--- src/rtl/wb_pkg.sv ---
// Writeback queue shared types.
// Entry layout and default sizing for the register-file write side.
package wb_pkg;

    localparam int REG_W     = 16;
    localparam int ID_W      = 4;
    localparam int DEPTH_DEF = 4;

    typedef struct packed {
        logic [ID_W-1:0]  id;
        logic [REG_W-1:0] data;
    } wb_entry_t;

endpackage

--- src/rtl/wb_fifo.sv ---
// Writeback queue storage: two write ports, one read port.
// Port 0 is always the older entry when both ports write.
module wb_fifo
    import wb_pkg::*;
#(
    parameter  int DEPTH = DEPTH_DEF,
    localparam int PTR_W = $clog2(DEPTH),
    localparam int CNT_W = PTR_W + 1
) (
    input  logic                  clk,
    input  logic                  rst,
    input  logic                  wrEn0,
    input  wb_entry_t             wrData0,
    input  logic                  wrEn1,
    input  wb_entry_t             wrData1,
    input  logic                  rdEn,
    output wb_entry_t             headEntry,
    output logic [PTR_W-1:0]      rdPtr,
    output logic [CNT_W-1:0]      count,
    output wb_entry_t [DEPTH-1:0] entries
);

    wb_entry_t [DEPTH-1:0] slots;
    logic [PTR_W-1:0]      wrPtr;
    logic [PTR_W-1:0]      wrPtrNext;
    logic [CNT_W-1:0]      numEnq;

    assign wrPtrNext = wrPtr + PTR_W'(1);
    assign numEnq    = CNT_W'(wrEn0) + CNT_W'(wrEn1);
    assign headEntry = slots[rdPtr];
    assign entries   = slots;

    // Store up to two entries, retire the head, track occupancy.
    always_ff @(posedge clk or negedge rst) begin
        if (!rst) begin
            slots <= '0;
            wrPtr <= '0;
            rdPtr <= '0;
            count <= '0;
        end else begin
            if (wrEn0) slots[wrPtr] <= wrData0;
            if (wrEn1) slots[wrPtrNext] <= wrData1;
            wrPtr <= wrPtr + numEnq[PTR_W-1:0];
            if (rdEn) rdPtr <= rdPtr + PTR_W'(1);
            count <= count + numEnq - CNT_W'(rdEn);
        end
    end

endmodule

--- src/rtl/regfile_wb_queue.sv ---
// Writeback queue in front of the 16x16 RegisterFile write port.
// Optional forwarding search enabled by defining WBQ_FWD_EN.
module regfile_wb_queue
    import wb_pkg::*;
#(
    parameter int DEPTH = DEPTH_DEF
) (
    input  logic                   clk,
    input  logic                   rst,
    input  logic                   mem_valid,
    input  logic [ID_W-1:0]        mem_reg,
    input  logic [REG_W-1:0]       mem_data,
    output logic                   mem_ready,
    input  logic                   alu_valid,
    input  logic [ID_W-1:0]        alu_reg,
    input  logic [REG_W-1:0]       alu_data,
    output logic                   alu_ready,
    input  logic                   wb_stall,
    output logic [ID_W-1:0]        DstReg,
    output logic [REG_W-1:0]       DstData,
    output logic                   WriteReg,
    output logic [$clog2(DEPTH):0] pending,
    input  logic [ID_W-1:0]        fwd_reg,
    output logic                   fwd_hit,
    output logic [REG_W-1:0]       fwd_data
);

    localparam int PTR_W = $clog2(DEPTH);
    localparam int CNT_W = PTR_W + 1;

    logic [CNT_W-1:0]      count;
    logic [CNT_W-1:0]      freeSlots;
    logic [PTR_W-1:0]      rdPtr;
    logic                  memTake;
    logic                  aluTake;
    logic                  notEmpty;
    logic                  wrEn0;
    logic                  wrEn1;
    wb_entry_t             memEntry;
    wb_entry_t             aluEntry;
    wb_entry_t             wrData0;
    wb_entry_t             headEntry;
    wb_entry_t [DEPTH-1:0] entries;

    // Space is judged on registered occupancy only.
    assign freeSlots = CNT_W'(DEPTH) - count;
    assign mem_ready = (freeSlots != '0);
    assign memTake   = mem_valid & mem_ready & (mem_reg != '0);
    // ALU needs a second slot when memory takes the first.
    assign alu_ready = (freeSlots > CNT_W'(memTake));
    assign aluTake   = alu_valid & alu_ready & (alu_reg != '0);

    assign memEntry = '{id: mem_reg, data: mem_data};
    assign aluEntry = '{id: alu_reg, data: alu_data};

    // Memory result is older, so it lands first.
    assign wrEn0   = memTake | aluTake;
    assign wrData0 = memTake ? memEntry : aluEntry;
    assign wrEn1   = memTake & aluTake;

    assign notEmpty = (count != '0);
    assign WriteReg = notEmpty & ~wb_stall;
    assign DstReg   = notEmpty ? headEntry.id : '0;
    assign DstData  = notEmpty ? headEntry.data : '0;
    assign pending  = count;

    wb_fifo #(
        .DEPTH(DEPTH)
    ) uFifo (
        .clk      (clk),
        .rst      (rst),
        .wrEn0    (wrEn0),
        .wrData0  (wrData0),
        .wrEn1    (wrEn1),
        .wrData1  (aluEntry),
        .rdEn     (WriteReg),
        .headEntry(headEntry),
        .rdPtr    (rdPtr),
        .count    (count),
        .entries  (entries)
    );

`ifdef WBQ_FWD_EN
    logic [PTR_W-1:0] fwdIdx;

    // Walk oldest to youngest so the youngest match wins.
    always_comb begin
        fwd_hit  = 1'b0;
        fwd_data = '0;
        fwdIdx   = '0;
        for (int i = 0; i < DEPTH; i++) begin
            fwdIdx = rdPtr + PTR_W'(i);
            if ((CNT_W'(i) < count) && (fwd_reg != '0) &&
                (entries[fwdIdx].id == fwd_reg)) begin
                fwd_hit  = 1'b1;
                fwd_data = entries[fwdIdx].data;
            end
        end
    end
`else
    logic unusedFwd;

    assign fwd_hit   = 1'b0;
    assign fwd_data  = '0;
    assign unusedFwd = ^{fwd_reg, rdPtr, entries};
`endif

endmodule

--- config.mk ---
export PLATFORM = sky130hd
export DESIGN_NAME = regfile_wb_queue
export DESIGN_NICKNAME = d
export VERILOG_FILES = /design/src/rtl/wb_pkg.sv /design/src/rtl/wb_fifo.sv /design/src/rtl/regfile_wb_queue.sv
export SDC_FILE = /design/constraint.sdc
export NUM_CORES = 1
export LEC_CHECK = 0
export CORE_MARGIN = 1
export CORE_UTILIZATION = 46
export CTS_CLUSTER_SIZE = 24
export DETAILED_ROUTE_END_ITERATION = 12
export PLACE_DENSITY = 0.71
export SLEW_MARGIN = 25
export SYNTH_ARGS = -nofsm -noshare
export SYNTH_HDL_FRONTEND = slang
export SYNTH_SLANG_ARGS = --single-unit
--- constraint.sdc ---
create_clock -name clk -period 4.55 [get_ports clk]
set_input_delay 0.455 -clock clk [delete_from_list [all_inputs] [get_ports clk]]
set_output_delay 0.455 -clock clk [all_outputs]
set_load 0.05 [all_outputs]
==> summary.md, run 1 <==
| Metric | Value |
|---|---|
| CTS tree | done |
| Initial DRC count | between 400 and 500 |
| Final Hold Vio Count | 0 |
| Slowest CP cell | o32a_1 |
| Post-synth top area cell | dfrtp_1 |
| Final cycle utilization of the critical path | 81.7% |
| Detailed Place HPWL | roughly 9100 um |
| Critical Path RT | 4.84 ns |
| TritonCTS buffer count | 9 |
| Max Clock Skew | ~0.014 ns |
| Fraction of layout cells with a size suffix above 1 | 14.6% |
| Die area | 11600 um2 |
| Largest net degree at the start of global routing | 66 |
| Placed Cells | 617 |
| Worst setup EP type | register |
| Post-CTS Setup Repair Bufs | 0 |
| Vias per Instance | 6.36 |
| Critical path class | reg -> reg |
| Post-cts sizing count | 0 |
| Clock Tree Buf Depth | 2 |
| Number of global-route vias before repair | a little over 4000 |
| Ant diodes | 0 |
| Syn avg cell area | 12.1 um2 |
| Internal power | 0.00293 W |
| Seq cells post-synth | 87 |
| Top FF cell, synth | dfrtp_1 |
| Number of fill cells in the layout | 949 |
| Wire per inst | 22.3 um |
| GRT Total Usage | between 20% and 30% |
| # nets final | 550 |
| Combinational share of power | 61.9% |
| Initial antenna violation count | 0 |
| Min Tclk post-route | 3.72 ns |
| Final setup vio count | 0 |
| CP top delay family | adder cells |
| DR vias | 4031 |
| Residual DRC | 0 |
| Leak | 2.55 nW |
| Clock latency on the worst-skew pair | about 0.36 ns |
| H-Tree Depth | 3 |
| Max cap viols | 0 |
| Flop pwr share | 27.3% |
| Post-synth EDFFs | 0 |
| Critical path peak fanout | 12 |
| Fmax | 269 MHz |
| Synth top area cells | dfrtp_1 (42%), a221o_1 (12%), mux4_2 (8.8%) |
| Commonest non-fill, non-tap cells in the layout | dfrtp_1 (84), clkdlybuf4s50_1 (69), a221o_1 (64) |
| Placer Congestion | 0.780 |
| Clk network pwr share | 10.8% |
| Max Slew Vio Count | 0 |
| Cell mode on critical path | ha_1 |
| Net Sw Frac | 45.2% |
| Worst setup SP type | register |
| Cell breakdown of the critical path | inv_1 -> ha_1 -> ha_1 -> nand2b_1 -> nor2_2 -> ha_1 -> o211ai_1 -> nand3_1 -> ha_1 -> nor3_2 -> buf_4 -> o32a_1 -> buf_4 -> a221o_1 |
| Die X | 108 um |
| Peak VDD IR | 0.522 mV |
| RSZ-0062 raised after global routing | false |
| Commonest non-fill, non-tap cell in the layout | dfrtp_1 |
| Net Switching | approximately 0.0024 W |
| Cells after Synth | roughly 420 |
| Die Span Y | 108 um |
| Antenna-violating nets left | 0 |
| Layout area overhead | 19.5% |
| Total wire length | 14100 um |
| Slew @ Worst Pin | around 0.85 ns |
| Rel. slew slack | approximately 44% |
| Type of the most critical hold path | reg -> reg |
| PortBufs | 70 |
| Synth top area share | between 40% and 50% |
| Pwr per Cell Area | 873 nW/um2 |
| Non-Filler Instances | between 600 and 700 |
| Core Box Area | between 10000 and 15000 um2 |
| Row cnt | 38 |
| Grt ovf | 0 |
| CP max stage delay | about 0.46 ns |
| Worst-path clk slew | about 0.090 ns |
| Initial core utilization | between 40 and 50% |
| Number of I/O pins | 92 |
| Worst Path Buf+Inv | 3 |
| First-pass GRT wire length | 22600 um |
| Netlist Area Pre-Place | between 5000 and 6000 um2 |
| Ys Warns | 0 |
| Synth unique cells | 35 |
| Post-synth ARST share | 100% |
| Register area share after synthesis | 42.5% |
| Clk sinks | 87 |
| Total power | 0.00535 W |
| Status | complete, no violations |
| Pre-antenna DRT Iters | 5 |
| Arrival time worst endpoint | roughly 4.0 ns |
| CTS root buffer | clkbuf_8 |
| Setup TNS | 0 ns |
final timing paths:
path | startpoint | endpoint | cells after the start | slack (ns)
worst max register to register | uFifo.count[0] | uFifo.entries[15] | 14 | 0.83
worst max-delay path | uFifo.count[0] | uFifo.entries[15] | 14 | 0.83
max in group asynchronous | rst | uFifo.rdPtr[1] | 3 | 2.82
worst min-delay path | uFifo.entries[23] | uFifo.entries[23] | 1 | 0.52
min in group asynchronous | rst | uFifo.entries[41] | 2 | 0.53
worst min register to register | uFifo.entries[23] | uFifo.entries[23] | 1 | 0.52
sequential cells by signal, indices dropped and copies added, names as in the netlist:
signal and flops:
uFifo.entries 80, uFifo.count 3, uFifo.rdPtr 2, uFifo.wrPtr 2
logic make-up (layout without fill, tap and decap cells):
logic type                 after synthesis  after routing  synth area share, %
xor gates and xnor gates                 6              6                 1.02
muxes                                   36             36                 11.9
buffers and inverters                   83            137                 8.78
and+or+nand+nor                        112            112                 16.1
AOI/OAI and AO/OA                       87             87                 16.5
other                                    1             17               0.0731
adders and majority gates               12             12                 3.07
DFF                                     87             87                 42.5
Yosys cell counts, types with 5 or more instances:
cell type	count
nor3b_1	34
inv_1	27
buf_2	5
nor2b_1	22
and3b_1	6
buf_6	5
nor4_1	16
o2bb2ai_1	16
dfrtp_1	87
a221o_1	64
buf_4	25
nor4b_1	16
mux2i_1	16
mux4_2	20
clkbuf_1	20
ha_1	11
final cells by class:
cell class                 count  area [um2]  area share (%)
clock inverter                 6        75.1            1.22
inverter                      27         101            1.65
timing repair buffer          94         881            14.4
sequential                    87        2180            35.6
clock buffer                  10         138            2.25
multi-input combinational    270        2580            42.1
tap                          140         175            2.86
power by group through the flow:
stage / Combinational, W / Clock [W] / Sequential, W
floorplan: 0.00245 / 0 / 0.00137
global placement: 0.00324 / 0 / 0.00145
detailed placement: 0.00331 / 0 / 0.00147
CTS: 0.00332 / 0.000591 / 0.00145
global route: 0.00353 / 0.000615 / 0.00152
finish: 0.00331 / 0.000579 / 0.00146
routing by layer:
metal	up-vias	global-route usage (%)	part of all wire [%]
li1	1763	-	-
met3	32	5.69	8.7
met4	0	9.88	2.0
met1	2007	34.2	40
met5	-	0	0
met2	229	42.0	49
metrics by stage:
stage,setup slack [ns],cell area [um2],utilization [%],hold slack [ns]
floorplan,0.00863,5190,-,0.159
CTS,0.869,6130,56.5,0.522
global route,0.630,6130,56.5,0.535
finish,0.833,6130,56.5,0.520
detailed placement,0.796,5900,54.5,0.372
global placement,0.883,5900,54.5,0.369
timing repair:
item | CTS | global route
setup endpoints to repair | 0 | 0
endpoints found under the hold margin | 22 | 0
hold buffers | 1 | 0
worst reg2reg max path, cell delays in order, from the launching register on:
cell	delay, ns
dfrtp_2	0.36
inv_1	0.07
ha_1	0.22
ha_1	0.25
nand2b_1	0.19
nor2_2	0.21
ha_1	0.27
o211ai_1	0.28
nand3_1	0.13
ha_1	0.29
nor3_2	0.17
buf_4	0.23
o32a_1	0.47
buf_4	0.33
a221o_1	0.20
Note: power is estimated with default switching activity, not from simulation.
==> run 2: changes to the inputs <==
- PLACE_DENSITY: 0.71 -> 0.74
- clock period: 4.55 -> 3.1 ns (I/O delays scaled with it)
==> run 2 against run 1 <==
Compared with the run above:
- setup slack worse by 0.70 ns
- clock skew fell by 0.0055 ns
- global-route usage increased by 0.80 points
- wire length grew 3.5%
- utilization rose by 4.4 points
- combinational power grew 62%
- fmax rose by 25%
==> summary.md, run 2 (synthesis gave the netlist of run 1 again) <==
| Metric | Value |
|---|---|
| Critical path launch point | uFifo.count[1] |
| Layout area overhead | 28.7% |
| First-pass GRT wire length | 23400 um (+3.1%) |
| Wire per inst | 21.7 um (-2.5%) |
| Fmax | 337 MHz (+25%) |
| Number of fill cells in the layout | 911 (-4.0%) |
| Die Span Y | 108 um (unchanged) |
| Leak | 2.82 nW (+11%) |
| H-Tree Depth | 3 (unchanged) |
| Sequential Area | 2180 um2 (about the same) |
| Critical Path RT | 3.35 ns (-1.49 ns) |
| Vias per Instance | 6.28 (-1.2%) |
| Worst-path clk slew | 0.09 ns (about the same) |
| Commonest non-fill, non-tap cells in the layout | dfrtp_1 (85), buf_4 (73), a221o_1 (64) |
| Largest net degree at the start of global routing | 39 (-41%) |
| Worst setup SP type | register |
| CTS root buffer | clkbuf_8 |
| Placer Congestion | 0.825 (+5.8%) |
| TritonCTS buffer count | 9 (unchanged) |
| Total wire length | 14600 um (+3.5%) |
| Initial core utilization | 47.3% (unchanged) |
| Antenna-violating nets left | 0 (unchanged) |
| Type of the most critical hold path | in -> async |
| Status | complete, no violations |
| Fraction of layout cells with a size suffix above 1 | 28.9% (+14 points) |
| Worst setup EP type | register |
| # nets final | 589 (+7.1%) |
| Core Box Area | 10800 um2 (unchanged) |
| Fin util | 60.9% (+4.4 points) |
| Pwr per Cell Area | 1250 nW/um2 (+44%) |
| CTS tree | done |
| Die area | 11600 um2 (unchanged) |
| Final setup vio count | 0 (unchanged) |
| Initial antenna violation count | 0 (unchanged) |
| Residual DRC | 0 (unchanged) |
| Ant diodes | 0 (unchanged) |
| Pre-antenna DRT Iters | 7 (+2) |
| Clock latency on the worst-skew pair | 0.36 ns (about the same) |
| Die X | 108 um (unchanged) |
| Max Clock Skew | 0.00847 ns (-0.00554 ns) |
| Arrival time worst endpoint | 3.21 ns (-0.79 ns) |
| Final Hold Vio Count | 0 (unchanged) |
| Max Slew Vio Count | 0 (unchanged) |
| Multi-input gate area | 2750 um2 (+6.7%) |
| Max cap viols | 0 (unchanged) |
| Critical path class | reg -> reg |
| Detailed Place HPWL | 9740 um (+7.4%) |
| Row cnt | 38 (unchanged) |
| RSZ-0062 raised after global routing | false |
| Min Tclk post-route | 2.97 ns (-0.751 ns) |
| Final hold slack | 0.465 ns (-0.0554 ns) |
| Final cycle utilization of the critical path | 95.7% (+14 points) |
| GRT Total Usage | 26.8% (+0.80 points) |
| Clock Tree Buf Depth | 2 (unchanged) |
| Initial DRC count | 323 (-19%) |
| PortBufs | 70 (unchanged) |
| Number of global-route vias before repair | 4308 (+3.9%) |
| Grt ovf | 0 (unchanged) |
| Rel. slew slack | 57.9% (+14 points) |
| Slew @ Worst Pin | 0.632 ns (-0.214 ns) |
| Clk sinks | 87 (unchanged) |
| Commonest non-fill, non-tap cell in the layout | dfrtp_1 |
| DR vias | 4227 (+4.9%) |
| Critical path peak fanout | 3 (-9) |
| Worst r2r src | uFifo.count[1] |
| Peak VDD IR | 0.790 mV (+51%) |
| Max reg flops | 80 (unchanged) |
| Number of I/O pins | 92 (unchanged) |
-- run 2: cell types whose count changed in the layout (fill, tap and decap cells not counted), sizes merged --
cell | previous run | this run
clkdlybuf4s50 | 69 | 48
clkbuf | 10 | 11
clkinvlp | 1 | 3
buf | 24 | 83
inv | 30 | 28
-- run 2: worst max-delay path, stage by stage (launching register included) --
cell      delay (ns)
dfrtp_2         0.43
inv_4           0.08
ha_4            0.15
ha_4            0.13
nand2b_4        0.13
nor2_4          0.04
ha_1            0.30
o211ai_1        0.27
and3_4          0.26
ha_2            0.19
inv_2           0.05
ha_4            0.20
fa_2            0.33
xor2_1          0.15
xnor2_1         0.13
-- run 2: power by group --
part / total (W) / switching, W / internal, W
clock: 0.000809 / 0.000432 / 0.000377
sequential: 0.00211 / 0.000384 / 0.00172
combinational: 0.00536 / 0.00290 / 0.00246
total: 0.00827 / 0.00371 / 0.00456
-- run 2: path summary, 6_finish.rpt --
kind | endpoint | slack [ns] | cells past startpoint
worst max register to register | uFifo.count[2] | 0.13 | 14
worst min-delay path | uFifo.count[0] | 0.46 | 2
worst min register to register | uFifo.entries[28] | 0.51 | 1
max in group asynchronous | uFifo.entries[49] | 1.88 | 3
worst max-delay path | uFifo.count[2] | 0.13 | 14
min in group clk | uFifo.entries[28] | 0.51 | 1
-- run 2: through the flow --
stage	worst slack (ns)	area, um2	cells	TNS (ns)	total power (W)
6_report	0.134	6600	673	0	0.00827
5_1_grt	0.00576	6600	673	0	0.00875
4_1_cts	0.0697	6420	663	0	0.00806
3_5_place_dp	-0.161	6210	646	-9.86	0.00726
3_3_place_gp	-0.0539	6210	646	-1.45	0.00712
2_1_floorplan	-0.957	5380	440	-66.54	0.00578
-- run 2: per-layer routing --
layer | vias up | global-route usage [%] | share of wire [%]
li1 | 1848 | - | -
met1 | 2161 | 35.8 | 41
met2 | 206 | 43.6 | 50
met3 | 12 | 5.93 | 8.1
met4 | 0 | 7.93 | 0.87
met5 | - | 0 | 0
-- run 2: final cells by class --
type | count | area share [%]
Inverter | 27 | 1.61
Sequential cell | 87 | 33.0
Timing Repair Buffer | 133 | 18.1
Multi-Input combinational cell | 270 | 41.6
Tap cell | 140 | 2.65
Clock inverter | 6 | 1.06
Clock buffer | 10 | 1.93
-- run 2: what timing repair did --
item | CTS | global route
hold endpoints to repair | 36 | 0
setup buffers | 0 | 7
resized for setup | 0 | 21
endpoints found under the setup margin | 0 | 79
hold buffers | 1 | 0
==> run 3: changes to the inputs <==
- CAP_MARGIN: unset -> 20
==> results of run 3 <==
Final layout, timing and power as in run 2 (identical DEF).
